--- src/rtl/scope_peak_seek.sv ---
// scope_peak_seek: per-trigger-window max/min/peak-to-peak/count of ADC samples; optional index outputs via SCOPE_PEAK_SEEK_IDX_EN
module scope_peak_seek #(
  parameter int DW = 12,
  parameter int CW = 20
) (
  input  logic          i_clk,
  input  logic          i_rst,
  input  logic          i_tri,
  input  logic [DW-1:0] i_adc_data,
  input  logic          i_adc_valid,
  output logic          o_valid,
  input  logic          i_ready,
  output logic [DW-1:0] o_max,
  output logic [DW-1:0] o_min,
  output logic [DW-1:0] o_pk2pk,
  output logic [CW-1:0] o_cnt,
  output logic          o_drop
`ifdef SCOPE_PEAK_SEEK_IDX_EN
  ,
  output logic [CW-1:0] o_max_idx,
  output logic [CW-1:0] o_min_idx
`endif
);
  typedef enum logic {IDLE, SEEK} state_t;
  state_t state_q;
  logic tri_q, trig, close, upd, first, max_up, min_up, load, drop_d, valid_d;
  logic [DW-1:0] run_max_q, run_max_d, run_min_q, run_min_d;
  logic [CW-1:0] run_cnt_q, run_cnt_d;
  // window statistics next-state; a trigger restarts the window with the sample of that same cycle
  always_comb begin
    trig = i_tri & ~tri_q;
    close = trig & (state_q == SEEK);
    upd = (state_q == SEEK) & i_adc_valid;
    first = run_cnt_q == '0;
    max_up = upd & (first | (i_adc_data > run_max_q));
    min_up = upd & (first | (i_adc_data < run_min_q));
    run_max_d = trig ? (i_adc_valid ? i_adc_data : '0) : max_up ? i_adc_data : run_max_q;
    run_min_d = trig ? (i_adc_valid ? i_adc_data : '0) : min_up ? i_adc_data : run_min_q;
    run_cnt_d = trig ? CW'(i_adc_valid) : upd ? (&run_cnt_q ? run_cnt_q : run_cnt_q + CW'(1)) : run_cnt_q;
    load = close & (~o_valid | i_ready);
    drop_d = close & o_valid & ~i_ready;
    valid_d = load | (o_valid & ~i_ready);
  end
  // FSM, running statistics and registered result/handshake outputs
  always_ff @(posedge i_clk) begin
    if (i_rst) begin
      state_q <= IDLE;
      tri_q <= 1'b0;
      run_max_q <= '0;
      run_min_q <= '0;
      run_cnt_q <= '0;
      o_valid <= 1'b0;
      o_drop <= 1'b0;
      o_max <= '0;
      o_min <= '0;
      o_pk2pk <= '0;
      o_cnt <= '0;
    end else begin
      state_q <= trig ? SEEK : state_q;
      tri_q <= i_tri;
      run_max_q <= run_max_d;
      run_min_q <= run_min_d;
      run_cnt_q <= run_cnt_d;
      o_valid <= valid_d;
      o_drop <= drop_d;
      if (load) begin
        o_max <= run_max_q;
        o_min <= run_min_q;
        o_pk2pk <= run_max_q - run_min_q;
        o_cnt <= run_cnt_q;
      end
    end
  end
`ifdef SCOPE_PEAK_SEEK_IDX_EN
  logic [CW-1:0] max_idx_q, max_idx_d, min_idx_q, min_idx_d;
  // position of first occurrence of max/min; run_cnt_q is the index of the current sample
  always_comb begin
    max_idx_d = trig ? '0 : max_up ? run_cnt_q : max_idx_q;
    min_idx_d = trig ? '0 : min_up ? run_cnt_q : min_idx_q;
  end
  // index tracking and result registers, loaded alongside the other results
  always_ff @(posedge i_clk) begin
    if (i_rst) begin
      max_idx_q <= '0;
      min_idx_q <= '0;
      o_max_idx <= '0;
      o_min_idx <= '0;
    end else begin
      max_idx_q <= max_idx_d;
      min_idx_q <= min_idx_d;
      if (load) begin
        o_max_idx <= max_idx_q;
        o_min_idx <= min_idx_q;
      end
    end
  end
`endif
endmodule

--- config.mk ---
export PLATFORM = sky130hd
export DESIGN_NAME = scope_peak_seek
export DESIGN_NICKNAME = d
export VERILOG_FILES = /design/src/rtl/scope_peak_seek.sv
export SDC_FILE = /design/constraint.sdc
export NUM_CORES = 1
export LEC_CHECK = 0
export CAP_MARGIN = 20
export CORE_MARGIN = 2
export CORE_UTILIZATION = 39
export CTS_CLUSTER_DIAMETER = 60
export DETAILED_ROUTE_END_ITERATION = 12
export PLACE_DENSITY = 0.73
export SYNTH_ARGS = -nofsm -noshare
export SYNTH_HDL_FRONTEND = slang
export SYNTH_SLANG_ARGS = --single-unit
--- constraint.sdc ---
create_clock -name i_clk -period 4.85 [get_ports i_clk]
set_input_delay 0.485 -clock i_clk [delete_from_list [all_inputs] [get_ports i_clk]]
set_output_delay 0.485 -clock i_clk [all_outputs]
set_load 0.005 [all_outputs]
==> results of run 1 <==
[power by group]
| group | internal (mW) | total (mW) | switching (mW) |
|---|---|---|---|
| combinational | 0.137 | 0.311 | 0.174 |
| clock | 0.359 | 0.665 | 0.305 |
| sequential | 0.882 | 0.909 | 0.0274 |
| total | 1.38 | 1.88 | 0.507 |
[metrics by stage]
stage | hold WS, ns | std cells | cell area (um^2)
after CTS | 0.4565 | 838 | 6172
after global placement | 0.4437 | 822 | 5906
after floorplan | 0.4453 | 603 | 5054
final | 0.4521 | 838 | 6172
after global routing | 0.4752 | 838 | 6172
after detailed placement | 0.4477 | 822 | 5906
[synthesized netlist by cell type, drive strengths merged (2+ instances only)]
cell type | count | area, um^2
a211oi | 7 | 52.55
nand2b | 18 | 112.6
nand4 | 10 | 62.56
nor3b | 5 | 37.54
o21ai | 9 | 45.04
nand3 | 9 | 50.05
nor4b | 4 | 41.29
nand3b | 5 | 37.54
clkbuf | 16 | 60.06
a32o | 12 | 120.1
a21boi | 2 | 15.02
and2 | 3 | 18.77
nor2 | 42 | 157.7
a21o | 4 | 30.03
and3 | 3 | 18.77
or3 | 2 | 12.51
xor2 | 9 | 78.83
o21bai | 2 | 15.01
o21a | 2 | 22.52
o31ai | 3 | 27.52
nor2b | 8 | 50.05
ha | 36 | 450.4
inv | 27 | 101.4
dfxtp | 104 | 2082
a21oi | 67 | 335.3
nor3 | 10 | 50.05
or4 | 2 | 22.52
nor4 | 5 | 43.79
a31oi | 3 | 18.77
and4 | 2 | 17.52
mux2i | 13 | 130.1
nand2 | 123 | 461.7
buf | 14 | 67.56
xnor2 | 12 | 105.1
[logic make-up after synthesis]
| family | share of synthesized area |
|---|---|
| buffers and inverters | 0.04531 |
| muxes | 0.02575 |
| and+or+nand+nor | 0.2397 |
| AOI/OAI and AO/OA | 0.1478 |
| DFF | 0.4120 |
| adders and majority gates | 0.09309 |
| xor gates and xnor gates | 0.03640 |
[registers in the layout (all words and copies together), names as in the netlist]
register   count
run_max_q     12
run_cnt_q     20
o_drop         1
run_min_q     12
o_max         12
o_pk2pk       12
o_min         12
o_valid        1
o_cnt         20
tri_q          1
state_q        1
[routing by layer]
metal	vias to the layer above	GRT usage
met5	-	0
met4	0	0.09111
met3	14	0.03004
met2	109	0.2620
met1	2015	0.2578
li1	2191	-
[cell type report]
| cell class | count | area, um^2 | share of cell area |
|---|---|---|---|
| inverters | 27 | 101.3 | 0.01642 |
| repair buffers | 77 | 758.2 | 0.1228 |
| well taps | 172 | 215.2 | 0.03487 |
| flip-flops and latches | 104 | 2082 | 0.3373 |
| clock buffers | 12 | 246.5 | 0.03994 |
| clock inverters | 4 | 20.02 | 0.003243 |
| multi-input cells | 442 | 2749 | 0.4454 |
[how the worst max path moves through the flow]
| stage | end | slack [ns] | cells after the start |
|---|---|---|---|
| 6_report | run_max_q[8] | 1.97 | 8 |
| 5_1_grt | run_max_q[8] | 1.80 | 8 |
| 4_1_cts | run_max_q[8] | 2.02 | 8 |
| 3_5_place_dp | run_max_q[8] | 1.66 | 8 |
| 3_3_place_gp | run_max_q[6] | 1.76 | 8 |
| 2_1_floorplan | run_min_q[10] | 2.60 | 8 |
[critical path, cell delays in order]
cell and delay, ns:
clkdlybuf4s50_1 0.49, ha_1 0.35, and4_1 0.23, nand4_1 0.13, a21o_1 0.19, and3_1 0.17
o31ai_2 0.83, a32o_1 0.29
==> impl_results.md, run 1 <==
* Postcts setup bufs at 0
* Remaining DRCs at 0
* Yosys warnings at 0
* Hold_buf cts at 0
* Max IR drop VDD at 0.1937 mV
* Static leakage at 2.173 nW
* DR top layer: met4
* Critical Path Source Type: primary input
* Die width at 117.8 um
* CP startpoint: i_adc_data[10]
* Crit path max fanout at 12
* Post-CTS Resized at 0
* Vias in the first global route at 4143
* #FFs+latches synth at 104
* Antenna viol nets, final at 0
* CTS tree: built
* Worst Hold End: o_max[5]
* CP Capture Type: flop
* Hold depth at 2
* Final net count at 715
* Reg2Reg Depth at 8
* Largest net degree at the start of global routing at 82
* Power density over cell area at 305.4 nW/um^2
* Post-Syn Area at 5054 um^2
* Die Area at 13880 um^2
* Metal-1 WL at 6211 um
* Vias after detailed routing at 4329
* Reg2reg start: run_max_q[11]
* GRT Residual Overflow at 0
* Starting DRT DRC Count at 303
* Final Hold Viols at 0
* Metal2 WL at 5552 um
* Power Total at 1.885 mW
* Worst reg2reg path endpoint: run_max_q[8]
* Synth unique cells at 53
* Clk_lat worst skew at 0.34 ns
* Final setup vio count at 0
* DP HPWL at 9026 um
* First-pass GRT wire length at 20580 um
* Fraction of layout cells with a size suffix above 1 at 0.04505
* Critical path type: primary input to flop
* Commonest non-fill, non-tap cells in the layout: 123 x nand2_1, 104 x dfxtp_1, 73 x clkdlybuf4s50_1
* Async SR Flop Fraction at 0
* Rel. slew slack at 0.2673
* Antenna violations before repair at 0
* Routability cong. at 0.8650
* Minimum clock period at 2.885 ns
* Top FF cell, synth: dfxtp_1
* Synth Area per Inst at 8.381 um^2
* Final TNS setup at 0 ns
* Post-synth EDFFs at 0
* Slew @ Worst Pin at 1.099 ns
* Routed length per instance at 14.98 um
* Clock root cell: clkbuf_16
* Diodes inserted at 0
* IO Pins at 75
* Worst slack at placement at 1.660 ns
* Setup ws final at 1.965 ns
* Vias/cell at 5.166
* Required time worst endpoint at 5.12 ns
* Setup Skew at 0.006219 ns
* Hold path start: o_max[5]
* Initial cell density of the core at 0.4005
* Status: finished, final reports clean
* Number of I/O port buffers at 74
* CTS Buf Count at 9
* Core area at 12620 um^2
* Seq/Total Area, Yosys at 0.4120
* Area Growth Syn to Fin at 22.13%
* Clock sink count at 104
* Maxcap violations at 0
* RSZ-0062 raised after global routing: no
* Commonest non-fill, non-tap cell in the layout: nand2_1
* Final period util at 0.5948
* Total track usage at 0.1807
* Max Slew Vio Count at 0
* DRT Pass-1 Iters at 5
* Die Ht at 117.8 um
* Rows at 41
* Class of the worst hold path: flop to flop
* Final WL at 12550 um
* CTS max path bufs at 2
* Mapped Nets at 657
* CTS clk-pin slew, worst paths at 0.06 ns
* Routed wl met3 at 600 um
* H-Tree Depth at 3
* Mapped Cells at 603
* Critical path arrival at 3.16 ns
* Final Util at 0.4891
* Peak Freq at 346.6 MHz
* Filler cell count at 1247
* Setup slack, reg-to-reg at 2.15 ns
Note: power is estimated with default switching activity, not from simulation.
==> run 2: changes to the inputs <==
Clock period 4.85 ns to 2.85 ns, I/O delays scaled along.
==> impl_results.md, run 2 (same netlist as run 1, synthesis figures left out) <==
* Status: finished, final reports clean
* Final period util at 0.9144
* Antenna viol nets, final at 0 (unchanged)
* Maxcap violations at 0 (unchanged)
* Final WL at 12840 um (+2.2%)
* Hold_buf cts at 0 (unchanged)
* Minimum clock period at 2.606 ns
* First-pass GRT wire length at 21510 um (+4.5%)
* H-Tree Depth at 3 (unchanged)
* Remaining DRCs at 0 (unchanged)
* Critical path arrival at 2.90 ns (-0.26 ns)
* Rel. slew slack at 0.3259 (+0.05858)
* Clk_lat worst skew at 0.35 ns (about the same)
* Core area at 12620 um^2 (unchanged)
* Commonest non-fill, non-tap cells in the layout: 123 x nand2_1, 104 x dfxtp_1, 73 x clkdlybuf4s50_1
* Final TNS setup at 0 ns (unchanged)
* Slew @ Worst Pin at 1.011 ns (-0.08787 ns)
* Critical Path Source Type: flop
* Routability cong. at 0.8495 (-1.8%)
* Total track usage at 0.1902 (+0.009490)
* DRT Pass-1 Iters at 4 (-1)
* Post-CTS Resized at 0 (unchanged)
* Clock sink count at 104 (unchanged)
* IO Pins at 75 (unchanged)
* Clock root cell: clkbuf_16
* GRT Residual Overflow at 0 (unchanged)
* CTS max path bufs at 2 (unchanged)
* Required time worst endpoint at 3.14 ns (-1.98 ns)
* Number of buffer and inverter stages on the critical path at 1 (unchanged)
* Vias after detailed routing at 4407 (+1.8%)
* Max IR drop VDD at 0.2640 mV (+36%)
* Max Slew Vio Count at 0 (unchanged)
* Area Growth Syn to Fin at 24.46%
* Critical path type: flop to flop
* Crit path max-delay family: compound AO/OA/AOI/OAI gates
* Initial cell density of the core at 0.4005 (unchanged)
* Power density over cell area at 534.1 nW/um^2 (+75%)
* Final Hold Viols at 0 (unchanged)
* Class of the worst hold path: primary input to flop
* Commonest non-fill, non-tap cell in the layout: nand2_1
* Diodes inserted at 0 (unchanged)
* Die Area at 13880 um^2 (unchanged)
* CP Capture Type: flop
* Final setup vio count at 0 (unchanged)
* Routed length per instance at 15.12 um (+0.92%)
* CP dominant cell by count: a21oi_1
* Die width at 117.8 um (unchanged)
* CTS tree: built
* DP HPWL at 9703 um (+7.5%)
* Postcts setup bufs at 0 (unchanged)
* Crit-path slowest cell: a21oi_1
* Crit path max fanout at 12 (unchanged)
* Largest stage delay on the critical path at 0.81 ns (-0.02 ns)
* CTS clk-pin slew, worst paths at 0.07 ns (about the same)
* Starting DRT DRC Count at 289 (-4.6%)
* Die Ht at 117.8 um (unchanged)
* Vias in the first global route at 4259 (+2.8%)
* Biggest regs: o_cnt: 20 flops, run_cnt_q: 20 flops
* Peak Freq at 383.7 MHz
* Final net count at 726 (+1.5%)
* Antenna violations before repair at 0 (unchanged)
* Filler cell count at 1232 (-1.2%)
* Rows at 41 (unchanged)
* Worst path cell trace: inv_1, ha_1, and4_1, nand4_1, nor2_1, a21oi_1, a21oi_1, a32o_1
* Fraction of layout cells with a size suffix above 1 at 0.05908 (+0.01404)
* Largest net degree at the start of global routing at 51 (-38%)
* RSZ-0062 raised after global routing: no
* Static leakage at 2.234 nW (+2.8%)
* Number of I/O port buffers at 74 (unchanged)
* Setup Skew at 0.004649 ns (-0.001570 ns)
* Hold WS at 0.4091 ns (-0.04309 ns)
* Vias/cell at 5.191 (+0.48%)
* CTS Buf Count at 9 (unchanged)
-- run 2: per-stage QoR --
| stage | cells | utilization | instance area, um^2 | worst slack (ns) | power (mW) |
|---|---|---|---|---|---|
| 6_report | 849 | 0.4984 | 6290 | 0.2439 | 3.360 |
| 3_3_place_gp | 833 | 0.4745 | 5988 | 0.1024 | 2.108 |
| 2_1_floorplan | 603 | - | 5054 | 0.7198 | 1.932 |
| 5_1_grt | 849 | 0.4984 | 6290 | 0.02814 | 3.505 |
| 4_1_cts | 849 | 0.4984 | 6290 | 0.2673 | 3.388 |
| 3_5_place_dp | 833 | 0.4745 | 5988 | -0.01831 | 2.122 |
-- run 2: cell type report --
cell class,count,area (um^2),share of cell area
clock buffers,14,264.0,0.04197
inverters,27,101.3,0.01611
flip-flops and latches,104,2082,0.3310
clock inverters,2,37.54,0.005968
repair buffers,88,840.8,0.1337
multi-input cells,442,2749,0.4370
well taps,172,215.2,0.03422
-- run 2: power breakdown --
part,internal (mW),switching [mW],leakage [nW]
Sequential,1.50,0.0453,0.844
Clock,0.731,0.535,0.143
Combinational,0.246,0.303,1.25
-- run 2: layer usage --
| layer | track usage | up-vias | wire length, um |
|---|---|---|---|
| met1 | 0.2731 | 2070 | 6527 |
| met3 | 0.03004 | 15 | 511 |
| met4 | 0.06928 | 0 | 223 |
| met5 | 0 | - | 0 |
| li1 | - | 2212 | - |
| met2 | 0.2878 | 110 | 5573 |
-- run 2: worst paths after layout --
check	cells past startpoint	end	slack, ns	startpoint
max	8	run_max_q[7]	0.24	run_max_q[10]
min	2	o_pk2pk[2]	0.41	i_rst
max reg2reg	8	run_max_q[7]	0.24	run_max_q[10]
min reg2reg	2	o_min[6]	0.45	o_min[6]
